<file path="src/rtl/sid_mix_pkg.sv">
// Shared types and arithmetic helpers for the time-multiplexed SID voice mixer.
// Helpers work on 32-bit values; callers size-cast the result to their own width.
package sid_mix_pkg;

   typedef enum logic [2:0] {
      S_IDLE,
      S_MAC,
      S_PRE,
      S_WAIT_FILT,
      S_POST,
      S_VOL
   } state_t;

   // Master volume is 4 bits, so full scale is a divide by 16.
   localparam int VOL_SHIFT = 4;

   // Clamp x to the signed range of an out_w-bit word.
   function automatic logic signed [31:0] sat(input logic signed [31:0] x, input int out_w);
      logic signed [31:0] hi;
      logic signed [31:0] lo;
      hi = (32'sd1 <<< (out_w - 1)) - 32'sd1;
      lo = -hi - 32'sd1;
      if (x > hi) return hi;
      if (x < lo) return lo;
      return x;
   endfunction

   // Offset-binary w-bit oscillator word to sign-extended two's complement.
   function automatic logic signed [31:0] to_signed(input logic [31:0] v, input int w);
      logic [31:0] flipped;
      flipped = v ^ (32'd1 << (w - 1));
      return $signed(flipped << (32 - w)) >>> (32 - w);
   endfunction

endpackage

</file>
<file path="src/rtl/sid_mix_mac.sv">
// Registered signed x unsigned multiplier with a run-time arithmetic output shift.
// Shared by the per-voice envelope scaling and the master-volume stage.
module sid_mix_mac #(
   parameter int A_W  = 16,
   parameter int B_W  = 8,
   parameter int SH_W = 6,
   parameter int P_W  = A_W + B_W + 1
) (
   input  logic                   clk,
   input  logic                   rst_n,
   input  logic                   en,
   input  logic signed [A_W-1:0]  a,
   input  logic [B_W-1:0]         b,
   input  logic [SH_W-1:0]        shift,
   output logic signed [P_W-1:0]  p
);

   logic signed [P_W-1:0] a_x;
   logic signed [P_W-1:0] b_x;
   logic signed [P_W-1:0] prod;

   // b is unsigned: a zero sign bit keeps the signed multiply exact.
   always_comb begin
      a_x  = P_W'(a);
      b_x  = P_W'($signed({1'b0, b}));
      prod = a_x * b_x;
   end

   // NOTE: sequential state uses non-blocking assignments so every register
   // samples pre-edge values regardless of block ordering.
   always_ff @(posedge clk or negedge rst_n) begin
      if (!rst_n) begin
         p <= '0;
      end else if (en) begin
         p <= prod >>> shift;
      end
   end

endmodule

</file>
<file path="src/rtl/sid_mix_seq.sv">
// N-voice SID mixer: envelope scaling through one shared multiplier, filter-feed and
// bypass sums, filter handshake, mode select, saturation and master volume.
module sid_mix_seq
   import sid_mix_pkg::*;
#(
   parameter int NUM_VOICES = 3,
   parameter int VOICE_W    = 12,
   parameter int ENV_W      = 8,
   parameter int OUT_W      = 16,
   parameter int HEADROOM   = 3
) (
   input  logic                          clk,
   input  logic                          iRstN,
   input  logic                          clkEn,
   input  logic [NUM_VOICES*VOICE_W-1:0] iVoice,
   input  logic [NUM_VOICES*ENV_W-1:0]   iEnv,
   input  logic [NUM_VOICES-1:0]         iFiltMask,
   input  logic [2:0]                    iMode,
   input  logic [3:0]                    iVolume,
   input  logic signed [OUT_W-1:0]       iFiltLP,
   input  logic signed [OUT_W-1:0]       iFiltBP,
   input  logic signed [OUT_W-1:0]       iFiltHP,
   input  logic                          iFiltValid,
   output logic signed [OUT_W-1:0]       oPreFilter,
   output logic                          oPreValid,
   output logic signed [OUT_W-1:0]       oOut,
   output logic                          oOutValid,
   output logic                          oClip,
   output logic                          oOverrun,
   output logic                          oBusy
);

   localparam int IDX_W  = $clog2(NUM_VOICES + 1);
   localparam int ACC_W  = OUT_W + $clog2(NUM_VOICES) + 1;
   localparam int SUM_W  = OUT_W + 2;
   localparam int VSHIFT = VOICE_W + ENV_W - OUT_W;
   localparam int A_W    = (OUT_W > VOICE_W) ? OUT_W : VOICE_W;
   localparam int B_W    = (ENV_W > 4) ? ENV_W : 4;
   localparam int SH_W   = 6;
   localparam int P_W    = A_W + B_W + 1;

   state_t state, state_next;

   logic [NUM_VOICES*VOICE_W-1:0] voice_q;
   logic [NUM_VOICES*ENV_W-1:0]   env_q;
   logic [NUM_VOICES-1:0]         mask_q;
   logic [2:0]                    mode_q;
   logic [3:0]                    vol_q;
   logic [IDX_W-1:0]              idx;
   logic                          acc_mask;
   logic                          vol_phase;
   logic signed [ACC_W-1:0]       acc_pre;
   logic signed [ACC_W-1:0]       acc_byp;
   logic signed [OUT_W-1:0]       lp_q, bp_q, hp_q;
   logic signed [OUT_W-1:0]       sat_sum;
   logic                          clip_q;

   logic [VOICE_W-1:0]            voice_sel;
   logic [ENV_W-1:0]              env_sel;
   logic                          mask_sel;
   logic signed [VOICE_W-1:0]     voice_s;
   logic                          mac_en;
   logic signed [A_W-1:0]         mac_a;
   logic [B_W-1:0]                mac_b;
   logic [SH_W-1:0]               mac_shift;
   logic signed [P_W-1:0]         mac_p;
   logic signed [OUT_W-1:0]       amp;
   logic signed [OUT_W-1:0]       amp_h;
   logic signed [OUT_W-1:0]       pre_sat;
   logic signed [OUT_W-1:0]       byp_sat;
   logic signed [SUM_W-1:0]       post_sum;
   logic signed [31:0]            post_s32;
   logic signed [OUT_W-1:0]       post_sat;
   logic                          post_clip;

   // NOTE: every always_comb output gets a default before any branch, so no
   // path can leave a value held and infer a latch.
   always_comb begin
      voice_sel = '0;
      env_sel   = '0;
      mask_sel  = 1'b0;
      for (int i = 0; i < NUM_VOICES; i++) begin
         if (idx == IDX_W'(i)) begin
            voice_sel = voice_q[i*VOICE_W +: VOICE_W];
            env_sel   = env_q[i*ENV_W +: ENV_W];
            mask_sel  = mask_q[i];
         end
      end
   end

   // One multiplier: voices during MAC, saturated sum x volume during VOL.
   always_comb begin
      voice_s   = VOICE_W'(to_signed(32'(voice_sel), VOICE_W));
      mac_en    = ((state == S_MAC) && (idx < IDX_W'(NUM_VOICES))) ||
                  ((state == S_VOL) && !vol_phase);
      mac_a     = (state == S_VOL) ? A_W'(sat_sum) : A_W'(voice_s);
      mac_b     = (state == S_VOL) ? B_W'(vol_q) : B_W'(env_sel);
      mac_shift = (state == S_VOL) ? SH_W'(VOL_SHIFT) : SH_W'(VSHIFT);
   end

   sid_mix_mac #(
      .A_W  (A_W),
      .B_W  (B_W),
      .SH_W (SH_W),
      .P_W  (P_W)
   ) u_mac (
      .clk   (clk),
      .rst_n (iRstN),
      .en    (mac_en),
      .a     (mac_a),
      .b     (mac_b),
      .shift (mac_shift),
      .p     (mac_p)
   );

   // amp is the voice amplitude in MAC and the scaled output sample in VOL.
   always_comb begin
      amp       = OUT_W'(mac_p);
      amp_h     = amp >>> HEADROOM;
      pre_sat   = OUT_W'(sat(32'(acc_pre), OUT_W));
      byp_sat   = OUT_W'(sat(32'(acc_byp), OUT_W));
      post_sum  = SUM_W'(byp_sat) + SUM_W'(lp_q) + SUM_W'(bp_q) + SUM_W'(hp_q);
      post_s32  = sat(32'(post_sum), OUT_W);
      post_sat  = OUT_W'(post_s32);
      post_clip = (post_s32 != 32'(post_sum));
   end

   always_ff @(posedge clk or negedge iRstN) begin
      if (!iRstN) state <= S_IDLE;
      else        state <= state_next;
   end

   always_comb begin
      state_next = state;
      case (state)
         S_IDLE:      if (clkEn) state_next = S_MAC;
         S_MAC:       if (idx == IDX_W'(NUM_VOICES)) state_next = S_PRE;
         S_PRE:       state_next = S_WAIT_FILT;
         S_WAIT_FILT: if (iFiltValid) state_next = S_POST;
         S_POST:      state_next = S_VOL;
         S_VOL:       if (vol_phase) state_next = S_IDLE;
         default:     state_next = S_IDLE;
      endcase
   end

   assign oBusy = (state != S_IDLE);

   always_ff @(posedge clk or negedge iRstN) begin
      if (!iRstN) begin
         voice_q    <= '0;
         env_q      <= '0;
         mask_q     <= '0;
         mode_q     <= '0;
         vol_q      <= '0;
         idx        <= '0;
         acc_mask   <= 1'b0;
         vol_phase  <= 1'b0;
         acc_pre    <= '0;
         acc_byp    <= '0;
         lp_q       <= '0;
         bp_q       <= '0;
         hp_q       <= '0;
         sat_sum    <= '0;
         clip_q     <= 1'b0;
         oPreFilter <= '0;
         oPreValid  <= 1'b0;
         oOut       <= '0;
         oOutValid  <= 1'b0;
         oClip      <= 1'b0;
         oOverrun   <= 1'b0;
      end else begin
         oPreValid <= 1'b0;
         oOutValid <= 1'b0;
         oClip     <= 1'b0;
         if (clkEn && (state != S_IDLE)) oOverrun <= 1'b1;

         case (state)
            S_IDLE: begin
               if (clkEn) begin
                  voice_q   <= iVoice;
                  env_q     <= iEnv;
                  mask_q    <= iFiltMask;
                  mode_q    <= iMode;
                  vol_q     <= iVolume;
                  acc_pre   <= '0;
                  acc_byp   <= '0;
                  idx       <= '0;
                  vol_phase <= 1'b0;
               end
            end
            // The product issued at idx-1 lands in mac_p while idx is issued.
            S_MAC: begin
               idx      <= idx + 1'b1;
               acc_mask <= mask_sel;
               if (idx != '0) begin
                  if (acc_mask) acc_pre <= acc_pre + ACC_W'(amp_h);
                  else          acc_byp <= acc_byp + ACC_W'(amp_h);
               end
            end
            S_PRE: begin
               oPreFilter <= pre_sat;
               oPreValid  <= 1'b1;
            end
            S_WAIT_FILT: begin
               if (iFiltValid) begin
                  lp_q <= mode_q[0] ? iFiltLP : '0;
                  bp_q <= mode_q[1] ? iFiltBP : '0;
                  hp_q <= mode_q[2] ? iFiltHP : '0;
               end
            end
            S_POST: begin
               sat_sum <= post_sat;
               clip_q  <= post_clip;
            end
            S_VOL: begin
               vol_phase <= 1'b1;
               if (vol_phase) begin
                  oOut      <= amp;
                  oOutValid <= 1'b1;
                  oClip     <= clip_q;
                  vol_phase <= 1'b0;
               end
            end
            default: ;
         endcase
      end
   end

endmodule

</file>
<file path="config.mk">
export PLATFORM = sky130hd
export DESIGN_NAME = sid_mix_seq
export DESIGN_NICKNAME = d
export VERILOG_FILES = /design/src/rtl/sid_mix_pkg.sv /design/src/rtl/sid_mix_mac.sv /design/src/rtl/sid_mix_seq.sv
export SDC_FILE = /design/constraint.sdc
export NUM_CORES = 1
export LEC_CHECK = 0
export CORE_ASPECT_RATIO = 2
export CORE_MARGIN = 4
export CORE_UTILIZATION = 45
export DETAILED_ROUTE_END_ITERATION = 16
export DONT_BUFFER_PORTS = 1
export GPL_ROUTABILITY_DRIVEN = 0
export PLACE_DENSITY = 0.57
export SLEW_MARGIN = 20
export SYNTH_ARGS = -nofsm -noshare
export SYNTH_HDL_FRONTEND = slang
export SYNTH_HIERARCHICAL = 1
export SYNTH_SLANG_ARGS = --single-unit
</file>
<file path="constraint.sdc">
create_clock -name clk -period 8.62 [get_ports clk]
set_clock_uncertainty 0.15 [all_clocks]
set_input_delay 0.431 -clock clk [delete_from_list [all_inputs] [get_ports clk]]
set_output_delay 0.431 -clock clk [all_outputs]
set_load 0.1 [all_outputs]
</file>
# ---- After elaboration in Yosys (flattened, before gate mapping)
# Index checks and enable logic that the tools add are counted.
dict set report totals {
  elab_cells 130
  out_inout_bits 37
  register_bits 232
}
dict set report op_classes {
  n_mux 57
  eq_ne 16
  add_sub_neg 6
  reduce_logical 19
  bitwise 1
  order_cmp 7
  mul 1
}
# op n
set op_table {}
lappend op_table {{16-bit 2-to-1 mux} 12}
lappend op_table {{32-bit 2-to-1 mux} 4}
lappend op_table {{19-bit 2-to-1 mux} 5}
lappend op_table {{19-bit case mux with 2 select lines} 2}
lappend op_table {{19-bit by 13-bit adder with 19-bit output} 2}
lappend op_table {{19-bit by 16-bit > comparator with 1-bit output (second input constant)} 2}
lappend op_table {{19-bit by 16-bit less-than comparator with 1-bit output (second input constant)} 2}
lappend op_table {{12-bit 2-to-1 mux} 3}
lappend op_table {{8-bit 2-to-1 mux} 4}
lappend op_table {{32-bit by 18-bit inequality test with 1-bit output} 1}
lappend op_table {{16-bit by 9-bit multiplier with 20-bit output} 1}
lappend op_table {{1-bit 2-to-1 mux} 19}
lappend op_table {{17-bit by 16-bit adder with 18-bit output} 1}
lappend op_table {{18-bit by 16-bit adder with 18-bit output} 1}
lappend op_table {{18-bit by 16-bit > comparator with 1-bit output (second input constant)} 1}
lappend op_table {{18-bit by 16-bit less-than comparator with 1-bit output (second input constant)} 1}
lappend op_table {{3-bit case mux with 6 select lines} 1}
lappend op_table {{16-bit by 16-bit adder with 17-bit output} 1}
lappend op_table {{3-bit 2-to-1 mux} 4}
lappend op_table {{4-bit AND reduction} 3}
lappend op_table {{2-bit inequality test (second input constant)} 5}
lappend op_table {{2-bit AND reduction} 5}
lappend op_table {{3-bit by 2-bit == test with 1-bit output (second input constant)} 2}
lappend op_table {{3-bit == test (second input constant)} 2}
lappend op_table {{other kinds (17)} 23}

# ---- Logic depth before layout (Yosys ltp)
dict set report logic_depth {
  word_depth 14
  depth_mapped 31
  ltp_nobuf 27
}

# ---- Modules after synthesis
# The synthesis kept the hierarchy.
# module cells_each n_inst area_per_inst_um2
set modules_own_cells {}
lappend modules_own_cells {sid_mix_seq 1234 1 12293.0}
lappend modules_own_cells {sid_mix_mac 925 1 7666.1}

# ---- Worst setup path before layout
# OpenSTA, ideal clock, no wires.
dict set report synth_timing {
  path_type {register to register}
  from {register idx[0]}
  to {register u_mac.p[11]}
  n_path_buf 3
  t_required_ps 8349
  path_stages_with_launch 28
  arrival_ps 6502
  slack_ps 1847
  setup_time_ps 121
  cell_sequence {dfrtp_1 -> inv_1 -> ha_1 -> nor2b_1 -> clkbuf_1 -> a22oi_1 -> nor2_1 -> a21oi_1 -> o21ai_0 -> clkbuf_1 -> nand2_1 -> fa_1 -> inv_1 -> fa_1 -> fa_1 -> inv_1 -> fa_1 -> inv_1 -> ha_1 -> buf_2 -> and2_1 -> a2111oi_0 -> a2111oi_0 -> and3_1 -> mux2_2 -> mux4_2 -> a21oi_1 -> o21ai_1}
}
dict set report synth_via {
  word_cells_on_any_way 16
  cone_classes {1 x mul; 1 x order compare; 2 x eq/ne; 8 x mux; 1 x bitwise; 3 x reduce/logical}
}
# element line
set synth_lines {}
lappend synth_lines {{start: declaration} sid_mix_seq.sv:49} ;# logic [IDX_W-1:0] idx;
lappend synth_lines {{start signal: assignment} sid_mix_seq.sv:193} ;# idx <= idx + 1'b1;
lappend synth_lines {{2-bit logical NOT} sid_mix_seq.sv:83} ;# if (idx == IDX_W'(i)) begin
lappend synth_lines {{8-bit 2-to-1 mux (2 in series)} sid_mix_seq.sv:83}
lappend synth_lines {{8-bit 2-to-1 mux (*)} sid_mix_seq.sv:83}
lappend synth_lines {{8-bit 2-to-1 mux (*)} sid_mix_seq.sv:97} ;# mac_b = (state == S_VOL) ? B_W'(vol_q) : B_W'(env_sel);
lappend synth_lines {{net mac_b[2]} sid_mix_seq.sv:64} ;# logic [B_W-1:0] mac_b;
lappend synth_lines {{16-bit by 9-bit multiplier with 20-bit output (*)} sid_mix_mac.sv:26} ;# prod = a_x * b_x;
lappend synth_lines {{end signal: assignment} sid_mix_mac.sv:35} ;# p <= prod >>> shift;
lappend synth_lines {{end: declaration} sid_mix_mac.sv:15} ;# output logic signed [P_W-1:0] p
# The timed path passes the listed nets; every way through them passes the cells marked *.
# A chain may end at the register's enable or synchronous reset.

# ---- Worst setup path after layout
dict set report layout_timing {
  from {register idx[1]}
  to {register u_mac.p[11]}
}
dict set report layout_via {
  word_cells_on_any_way 16
  cone_classes {1 x mul; 1 x order compare; 2 x eq/ne; 8 x mux; 1 x bitwise; 3 x reduce/logical}
}
# element line
set layout_lines {}
lappend layout_lines {{2-bit logical NOT} sid_mix_seq.sv:83}
lappend layout_lines {{12-bit 2-to-1 mux (2 in series)} sid_mix_seq.sv:83}
lappend layout_lines {{12-bit 2-to-1 mux (*)} sid_mix_seq.sv:83}
lappend layout_lines {{16-bit 2-to-1 mux (*)} sid_mix_seq.sv:96} ;# mac_a = (state == S_VOL) ? A_W'(sat_sum) : A_W'(voice_s);
lappend layout_lines {{net mac_a[9]} sid_mix_seq.sv:63} ;# logic signed [A_W-1:0] mac_a;
lappend layout_lines {{16-bit by 9-bit multiplier with 20-bit output (*)} sid_mix_mac.sv:26}
# Marked as above.

==> key figures <==
Floorplanning
  – Core region area: about 0.043 sq mm
  – Starting Density: 0.4565
  – Die width: 155.4 um
  – Num rows: approximately 110
  – Num ports: 159
  – Die ar.: 0.04706 sq mm
  – Die height: slightly above 300 um

Timing
  – Tcrit/Tclk final: 0.9011
  – Final setup vio count: 0
  – Final hold vios: 0
  – RSZ-0062 raised after global routing: no
  – Crit path time final: 7.767 ns
  – Slew headroom: 0.2903
  – Max Clk Rate: ~130 MHz
  – Slew @ Worst Pin: 1.061 ns
  – Fin. max-slew vios: 0
  – Total negative slack: 0 ns

Global route
  – First-pass GRT wire length: 88080 um
  – Largest net degree at the start of global routing: 233
  – Vias in the first global route: 16620
  – Global route total overflow: 0
  – Total Routing Usage GR: 0.2336
  – Initial antenna violation count: 1

Clock network
  – Clock buffer depth: 3
  – CTS tree: built
  – Clk slew on worst S/H paths: roughly 0.070 ns
  – H-Tree Level Count: 1
  – Number of hold buffers added after cts: 122
  – Cts bufs inserted: 23
  – Root Driver: clkbuf_16
  – Resized cells post-CTS: 0
  – Skew-Pair Late Insertion Delay: ~0.56 ns
  – Post-CTS Setup Bufs: 0
  – CTS Sinks: 232

Worst setup path
  – R2R Setup Slk: 0.85 ns
  – R2r startpoint: idx[1]
  – CP required: 8.92 ns
  – Crit Path Category: register to register
  – Startpoint Class: register
  – Worst R2R Path Depth: 25
  – Crit Path Max Fanout: 23
  – Worst Path Arrival: 8.06 ns
  – R2r endpoint: u_mac/p[11]
  – Worst Setup End Kind: register

Placement
  – I/O Buffers: 0
  – Dpl hpwl: around 43000 um
  – Post-DP Area: ~0.02 sq mm

Cells and area
  – Layout cells sized above 1: 0.1041
  – Commonest non-fill, non-tap cells in the layout: nand2_1 (278), dfrtp_1 (232), inv_1 (169)
  – Final Instance Area: 0.02202 sq mm
  – Nets: 2560
  – Synth-to-layout area growth: 12.59%
  – Commonest non-fill, non-tap cell in the layout: nand2_1

Min path
  – Hold_sp: clkEn
  – Hold path endpoint: state[0]
  – Hold path cells: 3
  – Worst Hold Class: input port to register

Detailed routing
  – Vias: roughly 16000
  – # DRC: 0
  – Vias per Instance: around 5.7
  – Total Wirelength: 54600 um
  – Drt initial violations: 664
  – Length of the first detailed-routing pass in iterations: 5
  – WL/cell: 19.81 um
  – Antenna Nets Post-Route: 0

Synthesis
  – Mapped Cells: 2116
  – Synth Warn #: 6
  – Synthesized area: 0.01956 sq mm
  – Syn Area/Cell: around 9.2 sq um

Run
  – # Max-Cap Violations: 0

Outcome
  – Status: complete, no violations
[routing by layer]
metal	wire, um	track usage	vias to the layer above	share of wire
met5	0	0	-	0
met4	2451	0.1035	0	0.045
met3	1830	0.02484	136	0.034
met2	30770	0.4580	415	0.56
met1	19550	0.2462	7621	0.36
li1	-	-	7454	-
[worst max path at each step]
stage,from,endpoint,slack (ns),cells past startpoint
after floorplan,idx[0],u_mac/p[11],1.85,27
after global placement,idx[1],u_mac/p[11],1.02,25
after detailed placement,idx[1],u_mac/p[11],0.91,25
after CTS,idx[1],u_mac/p[14],0.93,27
after global routing,idx[1],u_mac/p[14],0.40,27
final,idx[1],u_mac/p[11],0.85,25
[metrics by stage]
| stage | hold slack (ns) | setup slack (ns) | utilization | instances |
|---|---|---|---|---|
| finish | 0.08037 | 0.8526 | 0.5140 | 2756 |
| floorplan | -0.01459 | 1.847 | - | 2131 |
| global route | 0.08808 | 0.4034 | 0.5140 | 2756 |
| global placement | 0.008018 | 1.022 | 0.4645 | 2590 |
| CTS | 0.05495 | 0.9253 | 0.5132 | 2754 |
| detailed placement | 0.009359 | 0.9077 | 0.4647 | 2590 |
[critical path, cell delays in order, from the launching register on]
cell,delay (ns)
dfrtp_1,0.40
inv_1,0.08
ha_1,0.18
buf_4,0.21
nor2b_1,0.51
buf_4,0.30
a22oi_1,0.09
nor2_1,0.11
a21oi_1,0.05
o21ai_0,0.75
and2_1,0.28
fa_1,0.45
fa_1,0.47
fa_1,0.55
inv_1,0.06
fa_1,0.52
inv_1,0.04
ha_1,0.43
and2_1,0.24
a2111oi_0,0.37
a2111oi_0,0.15
and3_1,0.25
mux2_2,0.31
mux4_2,0.47
a21oi_1,0.17
o21ai_1,0.07
[state kept, by name (all words and copies together) (netlist names), 4 cells and up]
name and count:
voice_q 36, bp_q 16, acc_pre 19, acc_byp 19, oPreFilter 16, u_mac/p 16, env_q 24, oOut 16
lp_q 16, vol_q 4, hp_q 16, sat_sum 16
[area by class of cell]
type	instances	area (sq um)
inverters	171	641.9
clock buffers	28	614.3
well taps	545	681.9
multi-input cells	1620	12620
flip-flops and latches	232	5806
repair buffers	145	1431
diodes	1	2.502
fillers	4004	20820
clock inverters	14	226.5
Power is not shown: default switching activity piles up to over one toggle a cycle in this logic, so the estimate is an artifact.
